### src/rtl/uart_pkg.sv
// Shared definitions for the UART transmit path: FSM state encoding,
// default frame geometry and parity mode selectors.
package uart_pkg;

  typedef enum logic [2:0] {
    IDLE   = 3'd0,
    SYNC   = 3'd1,
    START  = 3'd2,
    DATA   = 3'd3,
    PARITY = 3'd4,
    STOP   = 3'd5
  } tx_state_t;

  localparam int DEFAULT_DATA_BITS     = 8;
  localparam int DEFAULT_TICKS_PER_BIT = 2;

  localparam int PAR_MODE_EVEN = 0;
  localparam int PAR_MODE_ODD  = 1;

endpackage

### src/rtl/uart_tx.sv
// UART transmitter: one word per valid/ready handshake, framed as start,
// LSB-first data, optional parity and 1-2 stop bits, paced by baud_tick.
module uart_tx
  import uart_pkg::*;
#(
  parameter int DATA_BITS     = DEFAULT_DATA_BITS,
  parameter int TICKS_PER_BIT = DEFAULT_TICKS_PER_BIT,
  parameter int PARITY_EN     = 0,
  parameter int PARITY_ODD    = PAR_MODE_EVEN,
  parameter int STOP_BITS     = 1
) (
  input  logic                 clk,
  input  logic                 rst_n,
  input  logic                 baud_tick,
  input  logic [DATA_BITS-1:0] tx_data,
  input  logic                 tx_valid,
  output logic                 tx_ready,
  output logic                 tx,
  output logic                 tx_busy
);

  localparam int              TW        = (TICKS_PER_BIT > 1) ? $clog2(TICKS_PER_BIT) : 1;
  localparam logic [TW-1:0]   TCNT_LAST = TW'(TICKS_PER_BIT - 1);
  localparam logic [3:0]      DATA_LAST = 4'(DATA_BITS - 1);
  localparam logic [3:0]      STOP_LAST = 4'(STOP_BITS - 1);

  tx_state_t            state, state_d;
  logic [TW-1:0]        tcnt, tcnt_d;
  logic [3:0]           bitcnt, bitcnt_d;
  logic [DATA_BITS-1:0] shreg, shreg_d;
  logic                 par, par_d;
  logic                 tx_d, tx_ready_d, tx_busy_d;
  logic                 bit_end;

  assign bit_end = baud_tick && (tcnt == TCNT_LAST);

  always_ff @(posedge clk or negedge rst_n) begin
    if (!rst_n) begin
      state    <= IDLE;
      tcnt     <= '0;
      bitcnt   <= '0;
      shreg    <= '0;
      par      <= 1'b0;
      tx       <= 1'b1;
      tx_ready <= 1'b1;
      tx_busy  <= 1'b0;
    end else begin
      state    <= state_d;
      tcnt     <= tcnt_d;
      bitcnt   <= bitcnt_d;
      shreg    <= shreg_d;
      par      <= par_d;
      tx       <= tx_d;
      tx_ready <= tx_ready_d;
      tx_busy  <= tx_busy_d;
    end
  end

  // Outputs are computed one cycle ahead so tx/tx_ready/tx_busy leave flops.
  always_comb begin
    state_d    = state;
    tcnt_d     = tcnt;
    bitcnt_d   = bitcnt;
    shreg_d    = shreg;
    par_d      = par;
    tx_d       = tx;
    tx_ready_d = tx_ready;
    tx_busy_d  = tx_busy;

    if (state != IDLE && state != SYNC && baud_tick)
      tcnt_d = bit_end ? '0 : tcnt + 1'b1;

    unique case (state)
      IDLE: begin
        if (tx_valid && tx_ready) begin
          shreg_d    = tx_data;
          par_d      = (^tx_data) ^ (PARITY_ODD != 0);
          state_d    = SYNC;
          tx_ready_d = 1'b0;
          tx_busy_d  = 1'b1;
          tx_d       = 1'b1;
        end
      end
      // The tick that ends SYNC marks the start-bit boundary, so it is not counted in tcnt.
      SYNC: begin
        if (baud_tick) begin
          state_d = START;
          tcnt_d  = '0;
          tx_d    = 1'b0;
        end
      end
      START: begin
        if (bit_end) begin
          state_d  = DATA;
          bitcnt_d = '0;
          tx_d     = shreg[0];
        end
      end
      DATA: begin
        if (bit_end) begin
          shreg_d = shreg >> 1;
          if (bitcnt == DATA_LAST) begin
            bitcnt_d = '0;
            if (PARITY_EN != 0) begin
              state_d = PARITY;
              tx_d    = par;
            end else begin
              state_d = STOP;
              tx_d    = 1'b1;
            end
          end else begin
            bitcnt_d = bitcnt + 1'b1;
            tx_d     = shreg[1];
          end
        end
      end
      PARITY: begin
        if (bit_end) begin
          state_d  = STOP;
          bitcnt_d = '0;
          tx_d     = 1'b1;
        end
      end
      STOP: begin
        if (bit_end) begin
          if (bitcnt == STOP_LAST) begin
            state_d    = IDLE;
            bitcnt_d   = '0;
            tx_ready_d = 1'b1;
            tx_busy_d  = 1'b0;
            tx_d       = 1'b1;
          end else begin
            bitcnt_d = bitcnt + 1'b1;
          end
        end
      end
      default: state_d = IDLE;
    endcase
  end

endmodule
### config.mk
export PLATFORM = sky130hd
export DESIGN_NAME = uart_tx
export DESIGN_NICKNAME = d
export VERILOG_FILES = /design/src/rtl/uart_pkg.sv /design/src/rtl/uart_tx.sv
export SDC_FILE = /design/constraint.sdc
export NUM_CORES = 1
export LEC_CHECK = 0
export ABC_CLOCK_PERIOD_IN_PS = 3200
export CAP_MARGIN = 40
export CORE_MARGIN = 2
export CORE_UTILIZATION = 45
export CTS_CLUSTER_SIZE = 20
export DETAILED_ROUTE_END_ITERATION = 10
export PLACE_DENSITY = 0.67
export SLEW_MARGIN = 20
export SYNTH_ARGS = -nofsm -noshare
export SYNTH_HDL_FRONTEND = slang
export SYNTH_SLANG_ARGS = --single-unit
### constraint.sdc
create_clock -name clk -period 3.2 [get_ports clk]
set_input_delay 0.8 -clock clk [delete_from_list [all_inputs] [get_ports clk]]
set_output_delay 0.8 -clock clk [all_outputs]
set_load 0.02 [all_outputs]
---- Word level (Yosys, flattened, before mapping) ----
Cells that the tools add are included.
operators by class
  eq/ne operators ......................... 16
  reductions and logical operators ........ 17
  mux-type cells .......................... 36
  $add $sub $neg .......................... 2
operators by type and width
  cell                 number
  $mux 3               8
  $mux 4               5
  $pmux 3 s6           1
  $mux 8               2
  $ne 2x2->1 const B   8
  $pmux 8 s2           1
  $reduce_and 8->1     2
  $mux 1               15
  $pmux 4 s3           1
  $reduce_and 4->1     2
  $eq 3x2->1 const B   2
  $eq 3x3->1 const B   2
  $pmux 1 s6           1
  $reduce_bool 3->1    2
  $reduce_bool 6->1    1
  $add 4x1->4 const B  1
  $eq 4x3->1 const B   1
  $logic_and 1x1->1    4
  $logic_not 4->1      1
  $pmux 1 s2           2
  $reduce_bool 2->1    2
  $eq 3x1->1 const B   1
  $logic_not 3->1      1
  $ne 3x1->1 const B   1
  other kinds (4)      4
storage, ports and cells
  logic and storage cells ................. 78
  bits in registers ....................... 19

---- Longest topological paths before layout ----
  depth in word-level cells ............... 6
  depth in mapped cells ................... 6

---- Least setup slack after synthesis ----
Ideal clock, no wire load.
  path kind ............................... in2reg
  from .................................... input tx_valid
  to ...................................... register state[0]
  required time ........................... 3.075 ns
  setup time .............................. 0.125 ns
  stages on the path ...................... 4
  data arrival time ....................... 1.706 ns
  setup slack ............................. 1.369 ns
  path through ............................ a2111oi_2 > a211oi_2 > and2_4 > mux2_4
between the ends
  cells in the longest elaborated chain, start to end .. 3
ends and longest elaborated chain
  item                               RTL line       source
  start: declaration                 uart_tx.sv:16  input logic tx_valid,
  $logic_and 1x1->1                  uart_tx.sv:75  if (tx_valid && tx_ready) begin
  $ne 2x2->1 (no source line)        n/a
  $reduce_and 8->1 (no source line)  n/a
  end signal: assignment             uart_tx.sv:48  state <= state_d;
  end: declaration                   uart_tx.sv:27  tx_state_t state, state_d;
Every way passes these cells.
A chain may end at the register's enable or synchronous reset.

---- Worst setup path after layout ----
  from .................................... register tx_ready
  to ...................................... output tx_ready
RTL lines
  item                      RTL line       source
  start: declaration        uart_tx.sv:17  output logic tx_ready,
  start signal: assignment  uart_tx.sv:54  tx_ready <= tx_ready_d;
No word-level cell between the ends.

==> results by group <==
Critical path
  • CP max stage cell: clkdlybuf4s50_1
  • CP cell instances: clkdlybuf4s50_1
  • Critical path type: flip-flop to primary output
  • Crit path from: tx_ready$_DFFE_PN1P_
  • R2R Setup Slk: 1.14 ns
  • Startpoint types: flip-flop
  • R2R Path Start: state[0]$_DFFE_PN0P_
  • CP endpoint: tx_ready
  • CP bufs+invs: 1
  • Critical Path Max Stage Delay: 0.61 ns
  • Crit path max-delay family: buffers and inverters
  • CP Data Arrival Time: around 1.5 ns
  • CP max FO: 4
  • Worst setup EP type: primary output
  • Worst R2R Path Depth: 4
  • Number of cells on the critical path: 1
  • Critical path data required time: 2.40 ns
  • Critical R2R Capture: shreg[6]$_DFFE_PN0P_

Cells and area
  • Final nets: approximately 140
  • Final Cell Area: 1304 µm²
  • Most common cell after layout, fill and taps aside: dfrtp_1
  • Fin cells: around 160
  • Syn-to-layout area delta: 16.29%
  • Ant. Diodes: 0
  • Fillers: around 220
  • Layout cell share with drive strength beyond 1: 0.1473
  • Commonest cells after routing, fill and taps aside: dfrtp_1, clkdlybuf4s50_1, nand2_1, a21oi_1, nor2_1
  • Core utilization of the finished layout: 0.5410

STA
  • Hold Vio Cnt, Final: 0
  • Max Slew Vio Count: 0
  • RSZ-0062 raised after global routing: no
  • Actual slew at the worst max-slew pin: 0.6415 ns
  • Hold Slack: 0.5307 ns
  • Relative slew slack: 0.5710
  • Setup TNS: 0 ns
  • Tcrit/Tclk final: 0.7120
  • Fmax: roughly 0.44 GHz
  • Setup-failing EPs final: 0
  • Final worst slack: between 0.9 and 1 ns
  • Clock skew: 0.009526 ns
  • Fin crit period: 2.278 ns

Global routing
  • Total grt overflow: 0
  • Vias in the first global route: 801
  • GRT Util Overall: 0.1661
  • Initial antenna violation count: 0
  • First-pass GRT wire length: 3519 µm
  • Largest net degree at the start of global routing: 16

Synthesis
  • Asr flop ratio synth: 1.000
  • Post-synthesis mux area share: 0.06696
  • EDFF count, synth: 0
  • Post-Synth Adder-Cell Area: 0.02232
  • Ys flop type: dfrtp_1
  • XOR/XNOR Fraction of Synth Area: 0
  • #FFs+latches synth: 19
  • Synth Area in Simple Gates: 0.2121
  • Mapped Cells: 115
  • Compound-gate portion of the synthesized area: 0.2254
  • Post-synth top area cell: dfrtp_1
  • Syn. warnings: 0
  • Dominant cells by area after synthesis: dfrtp_1, mux2i_1, a21oi_1, dfstp_2, nand2_1
  • Share of the synthesized area in the top cell type: 0.3795
  • Avg Inst Size Synth: 9.748 µm²
  • Unique cell type count in the Yosys netlist: 39
  • Post-synth net total: 129
  • Sequential area share after synthesis: 0.4263
  • Largest family of logic cells by synthesized area: compound AO/OA/AOI/OAI gates
  • Mapped cell area: 1121 µm²

Placement
  • Routability congestion estimate: slightly below 0.8
  • PortBufs: 14
  • Cell Count Post-Placement: 155
  • Placed Area: around 1300 µm²
  • Post-Place Worst Slack: 0.7232 ns
  • Hpwl dp: 1611 µm

CTS
  • CTS sink cnt: 19
  • Post-CTS sizing: 0
  • Clk pin slew, worst setup/hold paths: 0.10 ns
  • CTS tree: built
  • H-tree levels: 1
  • # hold bufs at CTS: 0
  • Postcts setup bufs: 0
  • Total CTS buffers: 3
  • Worst-Skew Late Latency: roughly 0.30 ns
  • CTS Root Cell: clkbuf_4
  • Max Root-Sink Buffers: 2

Floorplan
  • IO Count: 15
  • Die area: 2906 µm²
  • Initial core utilization: 0.4652
  • Row cnt: 18
  • Die height: about 54 µm
  • Die X: 53.91 µm
  • Core Area: 2410 µm²

Hold path
  • Hold path depth: 1
  • HP Class: flip-flop to flip-flop

Power
  • Power Density: 298.8 nW/µm²
  • Worst IR Drop VDD: 0.0001979 V
  • Leak: ~0.59 nW
  • Power Total: 0.3895 mW

Drt
  • Number of routed nets with antenna violations: 0
  • Via/cell ratio: 5.371
  • Pre-antenna DRT Iters: 4
  • DR DRC count: 0
  • 1st-iter DRT viols: 11
  • DR WL/cell: 13.65 µm
  • Vias: 854
  • Final wirelength: 2170 µm

Status
  • Status: completed

Flow run
  • Max-cap violations: 0
## synthesized netlist by cell type (all sizes together) (2+ instances only)
cell / number
dfrtp: 17
a21oi: 13
nand2: 12
nor2: 10
o21ai: 8
mux2i: 6
buf: 5
inv: 4
and2b: 3
nand3: 3
nand3b: 3
a211o: 2
a31oi: 2
and2: 2
dfstp: 2
ha: 2
nand2b: 2
nor4: 2
o31ai: 2
## worst min-delay path by stage
stage	from	endpoint	slack [ns]
after global placement	shreg[2]$_DFFE_PN0P_	shreg[2]$_DFFE_PN0P_	0.51
after CTS	tcnt$_DFF_PN0_	tcnt$_DFF_PN0_	0.54
after floorplan	tcnt$_DFF_PN0_	tcnt$_DFF_PN0_	0.47
after global routing	shreg[3]$_DFFE_PN0P_	shreg[3]$_DFFE_PN0P_	0.57
after detailed placement	shreg[2]$_DFFE_PN0P_	shreg[2]$_DFFE_PN0P_	0.51
final	tcnt$_DFF_PN0_	tcnt$_DFF_PN0_	0.53
## worst register-to-register path, cell delays in order (launching register included)
cell      delay (ns)
dfrtp_1         0.65
nand3b_1        0.57
o22ai_4         0.57
nor2_1          0.08
a21oi_1         0.13
## cell type report
class,count,area (µm²),area share
multi-input combinational,87,590.6,0.4530
sequential,19,478.0,0.3666
timing repair buffer,15,155.1,0.1190
tap,30,37.54,0.02879
clock buffer,3,22.52,0.01727
inverter,4,15.01,0.01152
clock inverter,1,5.005,0.003839
## sequential cells by signal (all words and copies together), names as in the netlist
| register | count |
|---|---|
| state | 3 |
| tcnt | 1 |
| bitcnt | 4 |
| tx_busy | 1 |
| shreg | 8 |
| tx_ready | 1 |
| tx | 1 |
## power breakdown
part	internal [mW]	total [mW]	switching, mW
Combinational	0.0151	0.0252	0.0101
Sequential	0.240	0.240	0
Clock	0.0466	0.124	0.0776
## logic make-up after synthesis
family                     count (synthesis)
adders and majority gates                  2
buffers and inverters                      9
AOI/OAI and AO/OA                         35
and+or+nand+nor                           43
muxes                                      7
DFF                                       19
## per-layer routing
| metal | GRT usage | share of wire | vias to the layer above |
|---|---|---|---|
| li1 | - | - | 441 |
| met1 | 0.2222 | 0.50 | 397 |
| met2 | 0.2744 | 0.46 | 14 |
| met3 | 0.02500 | 0.027 | 2 |
| met4 | 0.05128 | 0.0097 | 0 |
| met5 | 0 | 0 | - |
No activity file was read; power rests on OpenSTA's default activity.
